[config.mk]
export PLATFORM = sky130hd
export DESIGN_NAME = exec_issue_ctrl
export DESIGN_NICKNAME = d
export VERILOG_FILES = /design/src/rtl/exec_issue_ctrl.sv
export SDC_FILE = /design/constraint.sdc
export NUM_CORES = 1
export LEC_CHECK = 0
export CORE_AREA = 2 2 283 285
export DETAILED_ROUTE_END_ITERATION = 10
export DIE_AREA = 0 0 285 287
export HOLD_SLACK_MARGIN = 0.12
export PLACE_DENSITY_LB_ADDON = 0.15
export SYNTH_ARGS = -nofsm -noshare
export SYNTH_HDL_FRONTEND = slang
export SYNTH_SLANG_ARGS = --single-unit
[constraint.sdc]
create_clock -name clk -period 4.55 [get_ports clk]
set_input_delay 0.6825 -clock clk [delete_from_list [all_inputs] [get_ports clk]]
set_output_delay 0.6825 -clock clk [all_outputs]
set_load 0.005 [all_outputs]
[src/rtl/exec_issue_ctrl.sv]
// exec_issue_ctrl: holds a dual-lane issue pair on the ALUs until both lanes finish, then emits a one-cycle writeback
module exec_issue_ctrl (
  input  logic        clk,
  input  logic        reset,
  input  logic        in_valid0,
  input  logic        in_valid1,
  input  logic [5:0]  in_alucode0,
  input  logic [5:0]  in_alucode1,
  input  logic [31:0] in_rs1data0,
  input  logic [31:0] in_rs1data1,
  input  logic [31:0] in_rs2data0,
  input  logic [31:0] in_rs2data1,
  input  logic [31:0] in_op1_0,
  input  logic [31:0] in_op1_1,
  input  logic [31:0] in_op2_0,
  input  logic [31:0] in_op2_1,
  input  logic [4:0]  in_rd0,
  input  logic [4:0]  in_rd1,
  output logic        in_ready,
  input  logic        flush,
  output logic        alu_valid0,
  output logic        alu_valid1,
  output logic [5:0]  alu_alucode0,
  output logic [5:0]  alu_alucode1,
  output logic [31:0] alu_reg_data1_0,
  output logic [31:0] alu_reg_data1_1,
  output logic [31:0] alu_reg_data2_0,
  output logic [31:0] alu_reg_data2_1,
  output logic [31:0] alu_op1_0,
  output logic [31:0] alu_op1_1,
  output logic [31:0] alu_op2_0,
  output logic [31:0] alu_op2_1,
  output logic        alu_other_busy0,
  output logic        alu_other_busy1,
  input  logic        alu_busy0,
  input  logic        alu_busy1,
  input  logic [31:0] alu_result0,
  input  logic [31:0] alu_result1,
  output logic        wb_valid0,
  output logic        wb_valid1,
  output logic [4:0]  wb_rd0,
  output logic [4:0]  wb_rd1,
  output logic [31:0] wb_data0,
  output logic [31:0] wb_data1,
  output logic [31:0] stall_cycles
);
  typedef enum logic {IDLE, EXEC} state_t;
  state_t state, state_nx;
  logic v0, v1, kill, exec, eb0, eb1, done, accept;
  logic [4:0] rd0, rd1;
  always_comb begin
    exec = state == EXEC;
    accept = state == IDLE && (in_valid0 || in_valid1) && !flush;
    eb0 = exec && v0 && alu_busy0;
    eb1 = exec && v1 && alu_busy1;
    done = exec && !eb0 && !eb1;
    state_nx = accept ? EXEC : done ? IDLE : state;
    in_ready = state == IDLE;
    alu_valid0 = exec && v0;
    alu_valid1 = exec && v1;
    alu_other_busy0 = eb1;
    alu_other_busy1 = eb0;
  end
  always_ff @(posedge clk or negedge reset)
    if (!reset) state <= IDLE;
    else state <= state_nx;
  always_ff @(posedge clk or negedge reset)
    if (!reset) begin
      {v0, v1, kill, rd0, rd1} <= '0;
      {alu_alucode0, alu_alucode1} <= '0;
      {alu_reg_data1_0, alu_reg_data1_1, alu_reg_data2_0, alu_reg_data2_1} <= '0;
      {alu_op1_0, alu_op1_1, alu_op2_0, alu_op2_1} <= '0;
      {wb_valid0, wb_valid1, wb_rd0, wb_rd1, wb_data0, wb_data1} <= '0;
      stall_cycles <= '0;
    end else begin
      wb_valid0 <= 1'b0;
      wb_valid1 <= 1'b0;
      if (accept) begin
        {v0, v1, rd0, rd1} <= {in_valid0, in_valid1, in_rd0, in_rd1};
        {alu_alucode0, alu_alucode1} <= {in_alucode0, in_alucode1};
        {alu_reg_data1_0, alu_reg_data1_1} <= {in_rs1data0, in_rs1data1};
        {alu_reg_data2_0, alu_reg_data2_1} <= {in_rs2data0, in_rs2data1};
        {alu_op1_0, alu_op1_1, alu_op2_0, alu_op2_1} <= {in_op1_0, in_op1_1, in_op2_0, in_op2_1};
      end
      if (exec && !done) begin
        stall_cycles <= stall_cycles + 32'd1;
        kill <= kill || flush;
      end
      // a flush landing on the completion cycle kills the writeback as well
      if (done) begin
        wb_data0 <= alu_result0;
        wb_data1 <= alu_result1;
        wb_rd0 <= rd0;
        wb_rd1 <= rd1;
        wb_valid0 <= v0 && rd0 != 5'd0 && !kill && !flush;
        wb_valid1 <= v1 && rd1 != 5'd0 && !kill && !flush;
        kill <= 1'b0;
      end
    end
endmodule

Yosys cells after proc, flatten, opt, wreduce, memory -nomap -nowiden. Cells that the tools add are included. W data, S select, Z words.

Bits of input ports: 349. Word-level logic and storage cells: 57. Register bits: 390.

Multiplexer cells: 6. Bitwise gates (word level): 1. Reductions and logical operators: 26. $add $sub $neg: 1.

Operators with widths (count): $add A32 B1 Y32 const B (1); $logic_and A1 B1 Y1 (15); $reduce_bool A5 Y1 (2); $mux W1 (6); $logic_not A1 Y1 (5); $reduce_bool A2 Y1 (2); $logic_or A1 B1 Y1 (2); $not A1 Y1 (1).

Logic depth before layout (Yosys ltp). Gate-level depths: netlist of the first run.

Depth in word-level cells: 9. Gate-level depth with buffers: 6. Mapped depth without buffers: 4.

Worst setup path after synthesis of the first run. No wires, ideal clock.

Kind: input -> register. From: input alu_busy1. To: register stall_cycles[27]. Path buffers: 1. Slack: 2.350 ns. Data arrival time: 2.075 ns. Required time: 4.425 ns. Stages: 5. Cells stage by stage: a22oi_2 > or4_1 > clkbuf_1 > or4_4 > xnor2_2.

Word-level cells in the longest chain between the ends: 5.

Ends and longest elaborated chain: start, declared (RTL line 36) `input logic alu_busy1,`; $logic_and A1 B1 Y1 (RTL line 55) `eb1 = exec && v1 && alu_busy1;`; $logic_not A1 Y1 (RTL line 56) `done = exec && !eb0 && !eb1;`; $logic_and A1 B1 Y1 (RTL line 56); $logic_not A1 Y1 (RTL line 85) `if (exec && !done) begin`; $logic_and A1 B1 Y1 (RTL line 85); end signal, assigned (RTL line 86) `stall_cycles <= stall_cycles + 32'd1;`; end, declared (RTL line 45) `output logic [31:0] stall_cycles`.

No other way between the ends. A chain may end at the register's enable or synchronous reset.

Worst setup path after layout of the first run.
From: register state (netlist: exec). To: output alu_other_busy1.

Word-level cells in the longest chain between the ends: 2.

Ends and longest elaborated chain: start, declared (RTL line 48) `state_t state, state_nx;`; start signal, assigned (RTL line 66) `else state <= state_nx;`; $logic_and A1 B1 Y1 (2 in a row) (RTL line 54) `eb0 = exec && v0 && alu_busy0;`; end, declared (RTL line 34) `output logic alu_other_busy1,`.

No other way between the ends.

==> impl_results.md, run 1 <==
- Max cap viols: 0
- Status: complete, no violations
- Die extent in x: 285 um
- Largest net degree at the start of global routing: 147
- Number of DRC markers in iteration 0: 294
- Number of global-route vias before repair: 11659
- Cell-by-cell trace of the critical path: and3_1 > clkdlybuf4s50_1
- Hold crit path type: in2async
- Max Transition Viols Final: 0
- Power per cell area: 588 nW/um^2
- Pre-CTS setup slack: 1.42 ns
- TritonCTS clock tree: done
- Pre-antenna DRT Iters: 4
- Met2 routing resource usage after global routing: 0.222
- Static leakage: 0.0100 uW
- Setup ws final: 1.87 ns
- Cells after Synth: 909
- Relative slew slack: 0.284
- Clock slew at the register clock pins of the worst setup and hold paths: 0.05 ns
- Nets: 2001
- Crit start category: flip-flop
- Average size of a mapped cell: 16.2 um^2
- Number of H-tree branching levels: 2
- Remaining global-route overflow: 0
- Maximum clock insertion buffer count: 3
- Cell variety after synth: 26
- Met3 GRT Util: 0.0545
- Met1 GRT Util: 0.125
- Starting density of the core: 0.187
- Sequential share of the synthesized area: 0.663
- Worst Tran Pin Value: 1.07 ns
- Avg Vias per Cell: 3.81
- Remaining DRCs: 0
- Number of ports placed on the die boundary: 730
- Input/output buffers: 729
- Startpoint of the most critical register-to-register path: exec$_DFFE_PN0P_
- Final clock period utilization by the worst path: 0.589
- Library cell contributing the largest single delay on the critical path: dfrtp_1
- CP Buf/Inv Count: 1
- Routing layer with the top usage in global route: met2
- Critical Path RT: 3.87 ns
- Post-route insts no fill: 2737
- Wire length reported by the detailed router: 52.4 mm
- Register Area: 9760 um^2
- Worst Hold Margin: 0.167 ns
- Antenna-violating nets left: 0
- Highest clock rate: 0.373 GHz
- Number of logic stages on the critical path including buffering: 2
- Fill cell total of the finished layout: 7850
- Initial antenna violation count: 7
- Total standard cell area after synthesis: 14700 um^2
- Number of warnings issued by yosys: 0
- Full die area: 81800 um^2
- Worst setup EP type: primary output
- # rows: 103
- Die outline height: 287 um
- Total global routing track utilization: 0.124
- Placer congestion estimate: 0.759
- Number of hold-repair buffers added at the cts stage: 0
- Placed wire-length estimate after detailed placement: 38.5 mm
- Flop and latch count out of synthesis: 390
- R2R depth: 4
- Critical path data arrival time: 2.00 ns
- Core ar.: 78600 um^2
- Post-detailed-route wirelength per cell: 19.2 um
- Vias after detailed routing: 10435
- CTS Buf Count: 49
- CP top delay family: flip-flops
- Post-placement cell count: 2650
- Critical path endpoint: alu_other_busy1
- Source-to-sink clock delay at the later pin of the worst-skew pair: 0.58 ns
- Maximum vdd drop: 0.000332 V
- Post-CTS Setup Inserts: 0
- Post-Route Skew: 0.0253 ns
- Summed negative setup slack over all endpoints: 0 ns
- Post-layout min period: 2.68 ns
- Setup Viol. Count Final: 0
- Crit Reg-Reg Endpoint: stall_cycles[27]$_DFFE_PN0P_
- Multi-input logic area: 4760 um^2
- Minimum setup slack among reg-to-reg paths: 1.95 ns
- Crit-path max cell delay: 0.67 ns
- Number of nets in the synthesized netlist: 1259
- Final Hold Viols: 0
- Total clock sinks: 390
- Fraction of post-synthesis cell area in the top cell type by area: 0.663
- Worst Path Class, Setup: reg2out
- CP Launch Point: exec$_DFFE_PN0P_
- Post-synthesis cell type with the largest combined area: dfrtp_1
- Quantity of gates resized following cts: 0
- Maximum fanout along the worst path: 11
- Global-route wire length before repair: 76.5 mm
- Area growth syn-to-layout: 69.1%
- Leading cell types by total area after synthesis: dfrtp_1 (66%), mux2_2 (27%), xor2_1 (1.1%), clkbuf_1 (0.82%), xnor2_1 (0.65%)
- Clock Tree Root: clkbuf_16
- Setup repair after global routing missed its margin: no
- Layout cell share with drive strength beyond 1: 0.263
## Yosys cell counts
master and number:
a21oi_1 2, nand2b_1 1, nor2_1 5, inv_1 7
xor2_1 19, xnor2_2 1, dfrtp_1 390, mux2_2 355
clkbuf_1 32, nand4_1 6, and2_1 3, or4_4 1
and3_1 4, nor4b_1 1, buf_2 12, ha_1 1
nor3_1 18, a22oi_2 1, xnor2_1 11, nor4_1 5
a22o_1 1, or4_1 3, o21ai_0 2, and4_1 6
nand3_1 7, nand2_1 15
## layout make-up
class | instances | area share
well taps | 1050 | 0.0528
multi-input cells | 468 | 0.191
clock buffers | 70 | 0.0590
clock inverters | 12 | 0.00483
inverters | 7 | 0.00106
diodes | 5 | 0.000503
flip-flops and latches | 390 | 0.392
repair buffers | 735 | 0.298
## cells by family after synthesis
kind of cell | Yosys count | share of synthesized area
DFF | 390 | 0.663
muxes | 355 | 0.272
and+or+nand+nor | 75 | 0.0282
buffers and inverters | 51 | 0.0140
xor gates and xnor gates | 31 | 0.0190
AOI/OAI and AO/OA | 6 | 0.00281
adders and majority gates | 1 | 0.000850
## layer usage
metal / part of all wire / vias up
li1: - / 4687
met1: 0.34 / 5200
met2: 0.53 / 456
met3: 0.10 / 86
met4: 0.032 / 6
met5: 0.00067 / -
## power by group
part / internal [uW] / leakage, uW / switching [uW]
Sequential: 4790 / 0.00460 / 723
Combinational: 3560 / 0.00462 / 1670
Clock: 2330 / 0.000788 / 1540
## sequential cells by signal, indices dropped and copies added, names as in the netlist, 32 cells and up
register,cells
alu_reg_data1_1,32
alu_op1_0,32
stall_cycles,32
alu_op2_1,32
alu_op1_1,32
alu_reg_data1_0,32
alu_reg_data2_1,32
wb_data0,32
alu_op2_0,32
alu_reg_data2_0,32
wb_data1,32
## how the worst min path moves through the flow
stage | startpoint | endpoint | depth (start not counted)
2_1_floorplan | reset | alu_alucode0[0]$_DFFE_PN0P_ | 0
3_3_place_gp | stall_cycles[28]$_DFFE_PN0P_ | stall_cycles[28]$_DFFE_PN0P_ | 1
3_5_place_dp | kill$_DFFE_PN0P_ | wb_valid0$_DFF_PN0_ | 1
4_1_cts | reset | wb_data0[13]$_DFFE_PN0P_ | 1
5_1_grt | reset | wb_data1[18]$_DFFE_PN0P_ | 1
6_report | reset | wb_data1[4]$_DFFE_PN0P_ | 1
## layout by cell type (no fill, tap or decap), types with 11 or more instances in the layout
master and count:
clkbuf_16 51, dfrtp_1 390, clkbuf_8 12, mux2_2 355
nor3_1 17, nand2_1 14, xnor2_1 11, clkdlybuf4s50_1 728
xor2_1 19
## per-stage QoR
stage	utilization	area, um^2	total power (uW)
finish	0.316	24900	14600
global route	0.316	24900	15500
CTS	0.316	24900	14900
detailed placement	0.296	23300	10900
global placement	0.296	23300	10900
floorplan	-	14700	7200
(Power assumes the default switching activity.)
==> run 2: changes to the inputs <==
Settings changed: CORE_AREA 2 2 283 285 to 2 2 282 284, DIE_AREA 0 0 285 287 to 0 0 284 286.
Clock period 4.55 ns to 2.6 ns, I/O delays scaled along.
==> run 2 against run 1 <==
Effect of this change: combinational power up 78%; critical path type unchanged; critical path depth stayed put; largest cell class unchanged; clock skew decreased by 0.016 ns; sequential share of layout area shrank 0.44 points; non-clock buffer count up 27; largest power group unchanged; wire length up 1.3%; register-to-register slack lost 1.6 ns; global-route usage is 0.37 points higher.
==> impl_results.md, run 2 (synthesized netlist as in run 1, its figures left out) <==
- Pre-antenna DRT Iters: 4
- Library cell contributing the largest single delay on the critical path: clkdlybuf4s50_1
- Number of DRC markers in iteration 0: 299
- Worst Tran Pin Value: 0.621 ns
- Post-CTS Setup Inserts: 0
- Maximum fanout along the worst path: 11
- Total global routing track utilization: 0.127
- Max Transition Viols Final: 0
- Clock slew at the register clock pins of the worst setup and hold paths: 0.06 ns
- Final clock period utilization by the worst path: 0.879
- Final Hold Viols: 0
- Worst Path Class, Setup: reg2out
- Highest clock rate: 0.437 GHz
- Avg Vias per Cell: 3.79
- Post-layout min period: 2.29 ns
- Status: complete, no violations
- Placer congestion estimate: 0.777
- Die outline height: 286 um
- Die extent in x: 284 um
- Crit start category: flip-flop
- Multi-input logic area: 4760 um^2
- Clock Tree Root: clkbuf_16
- Global-route wire length before repair: 78.2 mm
- Post-detailed-route wirelength per cell: 19.2 um
- Total Power: 25800 uW
- Leading cell types in the layout, fill and taps excluded: clkdlybuf4s50_1 (728), dfrtp_1 (390), mux2_2 (355), clkbuf_16 (49)
- Wire length reported by the detailed router: 53.1 mm
- Largest net degree at the start of global routing: 60
- Power per cell area: 1020 nW/um^2
- Critical path data arrival time: 1.90 ns
- Fill cell total of the finished layout: 7882
- Core ar.: 78400 um^2
- Setup Viol. Count Final: 0
- Initial antenna violation count: 5
- Register Area: 9760 um^2
- Maximum vdd drop: 0.000601 V
- Crit-path max cell delay: 0.57 ns
- # rows: 103
- Critical Path RT: 2.21 ns
- Remaining DRCs: 0
- Post-Route Skew: 0.00934 ns
- Nets: 2027
- Max cap viols: 0
- Placed wire-length estimate after detailed placement: 40.8 mm
- Cell-by-cell trace of the critical path: inv_1 > clkdlybuf4s50_1
- Hold crit path type: in2async
- Layout cell share with drive strength beyond 1: 0.272
- Number of global-route vias before repair: 11773
- Most common cell after layout, fill and taps aside: clkdlybuf4s50_1
- Worst setup EP type: primary output
- Input/output buffers: 729
- Total clock sinks: 390
- Relative slew slack: 0.586
- Number of ports placed on the die boundary: 730
- Starting density of the core: 0.188
- TritonCTS clock tree: done
- Area growth syn-to-layout: 71.0%
- Full die area: 81200 um^2
- Setup repair after global routing missed its margin: no
- Remaining global-route overflow: 0
- Maximum clock insertion buffer count: 3
- Source-to-sink clock delay at the later pin of the worst-skew pair: 0.57 ns
- Summed negative setup slack over all endpoints: 0 ns
- Antenna-violating nets left: 0
- Static leakage: 0.0102 uW
- Number of H-tree branching levels: 2
- Vias after detailed routing: 10456
- CTS Buf Count: 48
[run 2: cell types whose count changed in the layout (fill, tap and decap cells not counted), moves of 2 or more]
cell / previous run / this run
clkbuf_1: 7 / 10
inv_6: 2 / 0
buf_4: 0 / 19
buf_12: 6 / 13
clkbuf_8: 12 / 14
diode_2: 5 / 3
clkinv_2: 7 / 4
clkbuf_16: 51 / 49
[run 2: repair_timing]
action	CTS	global route
endpoints found under the hold margin	47	0
gates resized for setup	0	0
hold buffers	1	0
[run 2: through the flow]
step / instances / area (um^2) / utilization / setup slack [ns] / hold slack, ns
after detailed placement: 2676 / 23600 / 0.301 / 0.161 / 0.407
final: 2762 / 25200 / 0.321 / 0.313 / 0.353
after global placement: 2676 / 23600 / 0.301 / 0.176 / 0.407
after floorplan: 909 / 14700 / - / 0.616 / 0.0944
after CTS: 2759 / 25200 / 0.321 / 0.227 / 0.376
after global routing: 2762 / 25200 / 0.321 / 0.190 / 0.388
[run 2: area by class of cell]
class,count,share of cell area
Multi-Input combinational cell,468,0.189
Inverter,7,0.00104
Tap cell,1050,0.0522
Antenna cell,3,0.000298
Clock inverter,9,0.00497
Sequential cell,390,0.388
Timing Repair Buffer,762,0.307
Clock buffer,73,0.0579
[run 2: critical path: cells and delay by family (launching register included)]
family,cells,cell delay [ns]
buffers and inverters,2,0.80
flip-flops,1,0.52
[run 2: per-layer routing]
layer	vias up	track usage	wire length, um
li1	4753	-	-
met1	5206	0.129	18100
met2	423	0.236	28600
met3	70	0.0550	5010
met4	4	0.0358	1320
met5	-	0	27
[run 2: report_power, final]
part	switching, uW	internal (uW)
Combinational	2980	6320
Sequential	1310	8390
Clock	2650	4120
[run 2: worst paths after layout]
kind                       cells past startpoint                          from                         endpoint  slack [ns]
setup / recovery                               2              exec$_DFFE_PN0P_                         in_ready        0.31
hold / removal                                 2                         reset         wb_data0[21]$_DFFE_PN0P_        0.35
setup reg to reg                               6              exec$_DFFE_PN0P_     stall_cycles[19]$_DFFE_PN0P_        0.39
hold reg to reg                                1  stall_cycles[31]$_DFFE_PN0P_     stall_cycles[31]$_DFFE_PN0P_        0.48
max in group asynchronous                      3                         reset        alu_op2_1[28]$_DFFE_PN0P_        1.44
min in group clk                               2               in_rs1data0[23]  alu_reg_data1_0[23]$_DFFE_PN0P_        0.43
==> run 3: changes to the inputs <==
Settings changed: CORE_AREA 2 2 282 284 to 2 2 283 285, DIE_AREA 0 0 284 286 to 0 0 285 287, DONT_BUFFER_PORTS from default to 1.
==> run 3 against run 2 <==
Effect of this change: highest routed layer is now met4; clock power fell by 1%; largest power group unchanged; the flow now finishes with violations (negative hold slack); clock-buffer cell count fell by 7; combinational power fell by 60%; wire length fell by 14%; utilization fell by 5.3 points; fmax rose by 3.1%; register-to-register slack barely moved.
==> impl_results.md, run 3 (synthesized netlist as in run 1, its figures left out) <==
- Startpoint of the most critical register-to-register path: exec$_DFFE_PN0P_
- Die outline height: 287 um
- # rows: 103
- Post-route insts no fill: 2354
- Quantity of gates resized following cts: 0
- Post-layout min period: 2.22 ns
- Power per cell area: 1000 nW/um^2
- Starting density of the core: 0.187
- Leading cell types in the layout, fill and taps excluded: dfrtp_1 (390), mux2_2 (355), dlygate4sd3_1 (345), clkbuf_16 (49), xor2_1 (19)
- Setup ws final: 0.382 ns
- Setup Viol. Count Final: 0
- Number of H-tree branching levels: 2
- Setup repair after global routing missed its margin: no
- Crit start category: flip-flop
- R2R depth: 4
- Full die area: 81800 um^2
- Highest clock rate: 0.451 GHz
- Number of hold-repair buffers added at the cts stage: 345
- Final Hold Viols: 390
- Critical Path RT: 3.05 ns
- Input/output buffers: 0
- Worst Hold Margin: -0.477 ns
- Placed wire-length estimate after detailed placement: 32.3 mm
- Area growth syn-to-layout: 43.3%
- Worst Tran Pin Value: 0.764 ns
- Number of ports placed on the die boundary: 730
- Number of DRC markers in iteration 0: 232
- Core ar.: 78600 um^2
- Post-detailed-route wirelength per cell: 19.3 um
- Global-route wire length before repair: 66.4 mm
- Critical path data arrival time: 2.66 ns
- Avg Vias per Cell: 3.83
- Antenna-violating nets left: 0
- Fill cell total of the finished layout: 8061
- Clock slew at the register clock pins of the worst setup and hold paths: 0.06 ns
- Placer congestion estimate: 0.763
- Final clock period utilization by the worst path: 0.853
- Relative slew slack: 0.490
- Max cap viols: 0
- Nets: 1626
- Post-CTS Setup Inserts: 0
- Largest net degree at the start of global routing: 391
- Total Power: 21100 uW
- Static leakage: 0.00864 uW
- Violated checks: negative hold slack
- Crit Reg-Reg Endpoint: stall_cycles[27]$_DFFE_PN0P_
- Layout cell share with drive strength beyond 1: 0.342
- TritonCTS clock tree: done
- Post-Route Skew: 0.0134 ns
- Remaining global-route overflow: 0
- Vias after detailed routing: 9014
- Post-placement cell count: 1931
- Worst Path Class, Setup: reg2reg
- Initial antenna violation count: 0
- Total clock sinks: 390
- Summed negative setup slack over all endpoints: 0 ns
- Wire length reported by the detailed router: 45.5 mm
- Minimum setup slack among reg-to-reg paths: 0.38 ns
- Total global routing track utilization: 0.105
- CTS Buf Count: 48
- Pre-antenna DRT Iters: 4
- Max Transition Viols Final: 0
- Hold crit path type: in2async
- Die extent in x: 285 um
- Clock Tree Root: clkbuf_16
- Maximum vdd drop: 0.000502 V
- Most common cell after layout, fill and taps aside: dfrtp_1
- Remaining DRCs: 0
- Number of global-route vias before repair: 10453
- Pre-CTS setup slack: 0.389 ns
- Maximum fanout along the worst path: 11
- Worst setup EP type: flip-flop
- Source-to-sink clock delay at the later pin of the worst-skew pair: 0.56 ns
- Status: finished with violations
- Maximum clock insertion buffer count: 3
- Antenna Diode Count: 0
## run 3: report_power, final
group	switching, uW	internal [uW]	total (uW)
clock network	2600	4070	6670
logic	1220	2510	3730
registers	2300	8400	10700
total	6110	15000	21100
## run 3: per-layer routing
layer	vias to the layer above	GRT usage	share of wire
met5	-	0	0
met4	0	0.0419	0.036
met3	91	0.0416	0.096
met2	463	0.201	0.54
met1	4530	0.0997	0.32
li1	3930	-	-
## run 3: final cells by class
cell class | count | area, um^2 | area share
clock inverter | 12 | 175 | 0.00831
timing repair buffer | 361 | 3670 | 0.174
tap | 1050 | 1310 | 0.0623
inverter | 7 | 26.3 | 0.00125
multi-input combinational | 468 | 4760 | 0.226
sequential | 390 | 9760 | 0.463
clock buffer | 66 | 1380 | 0.0655
## run 3: worst max path at each step
| stage | startpoint | end | slack [ns] | depth (start not counted) |
|---|---|---|---|---|
| 2_1_floorplan | exec$_DFFE_PN0P_ | alu_reg_data1_1[0]$_DFFE_PN0P_ | 0.62 | 6 |
| 5_1_grt | exec$_DFFE_PN0P_ | stall_cycles[30]$_DFFE_PN0P_ | 0.27 | 5 |
| 3_3_place_gp | exec$_DFFE_PN0P_ | stall_cycles[27]$_DFFE_PN0P_ | 0.45 | 4 |
| 4_1_cts | exec$_DFFE_PN0P_ | stall_cycles[27]$_DFFE_PN0P_ | 0.38 | 4 |
| 6_report | exec$_DFFE_PN0P_ | stall_cycles[27]$_DFFE_PN0P_ | 0.38 | 4 |
| 3_5_place_dp | exec$_DFFE_PN0P_ | stall_cycles[27]$_DFFE_PN0P_ | 0.39 | 4 |
## run 3: critical path, cell delays in order (launching register included)
cell	delay (ns)
dfrtp_1	0.57
inv_1	0.23
or4_1	0.62
or4_4	0.55
xnor2_2	0.14
## run 3: per-stage QoR
stage	instance area [um^2]	util
after floorplan	14700	-
after global placement	16100	0.205
after detailed placement	16100	0.205
after CTS	21100	0.268
after global routing	21100	0.268
final	21100	0.268
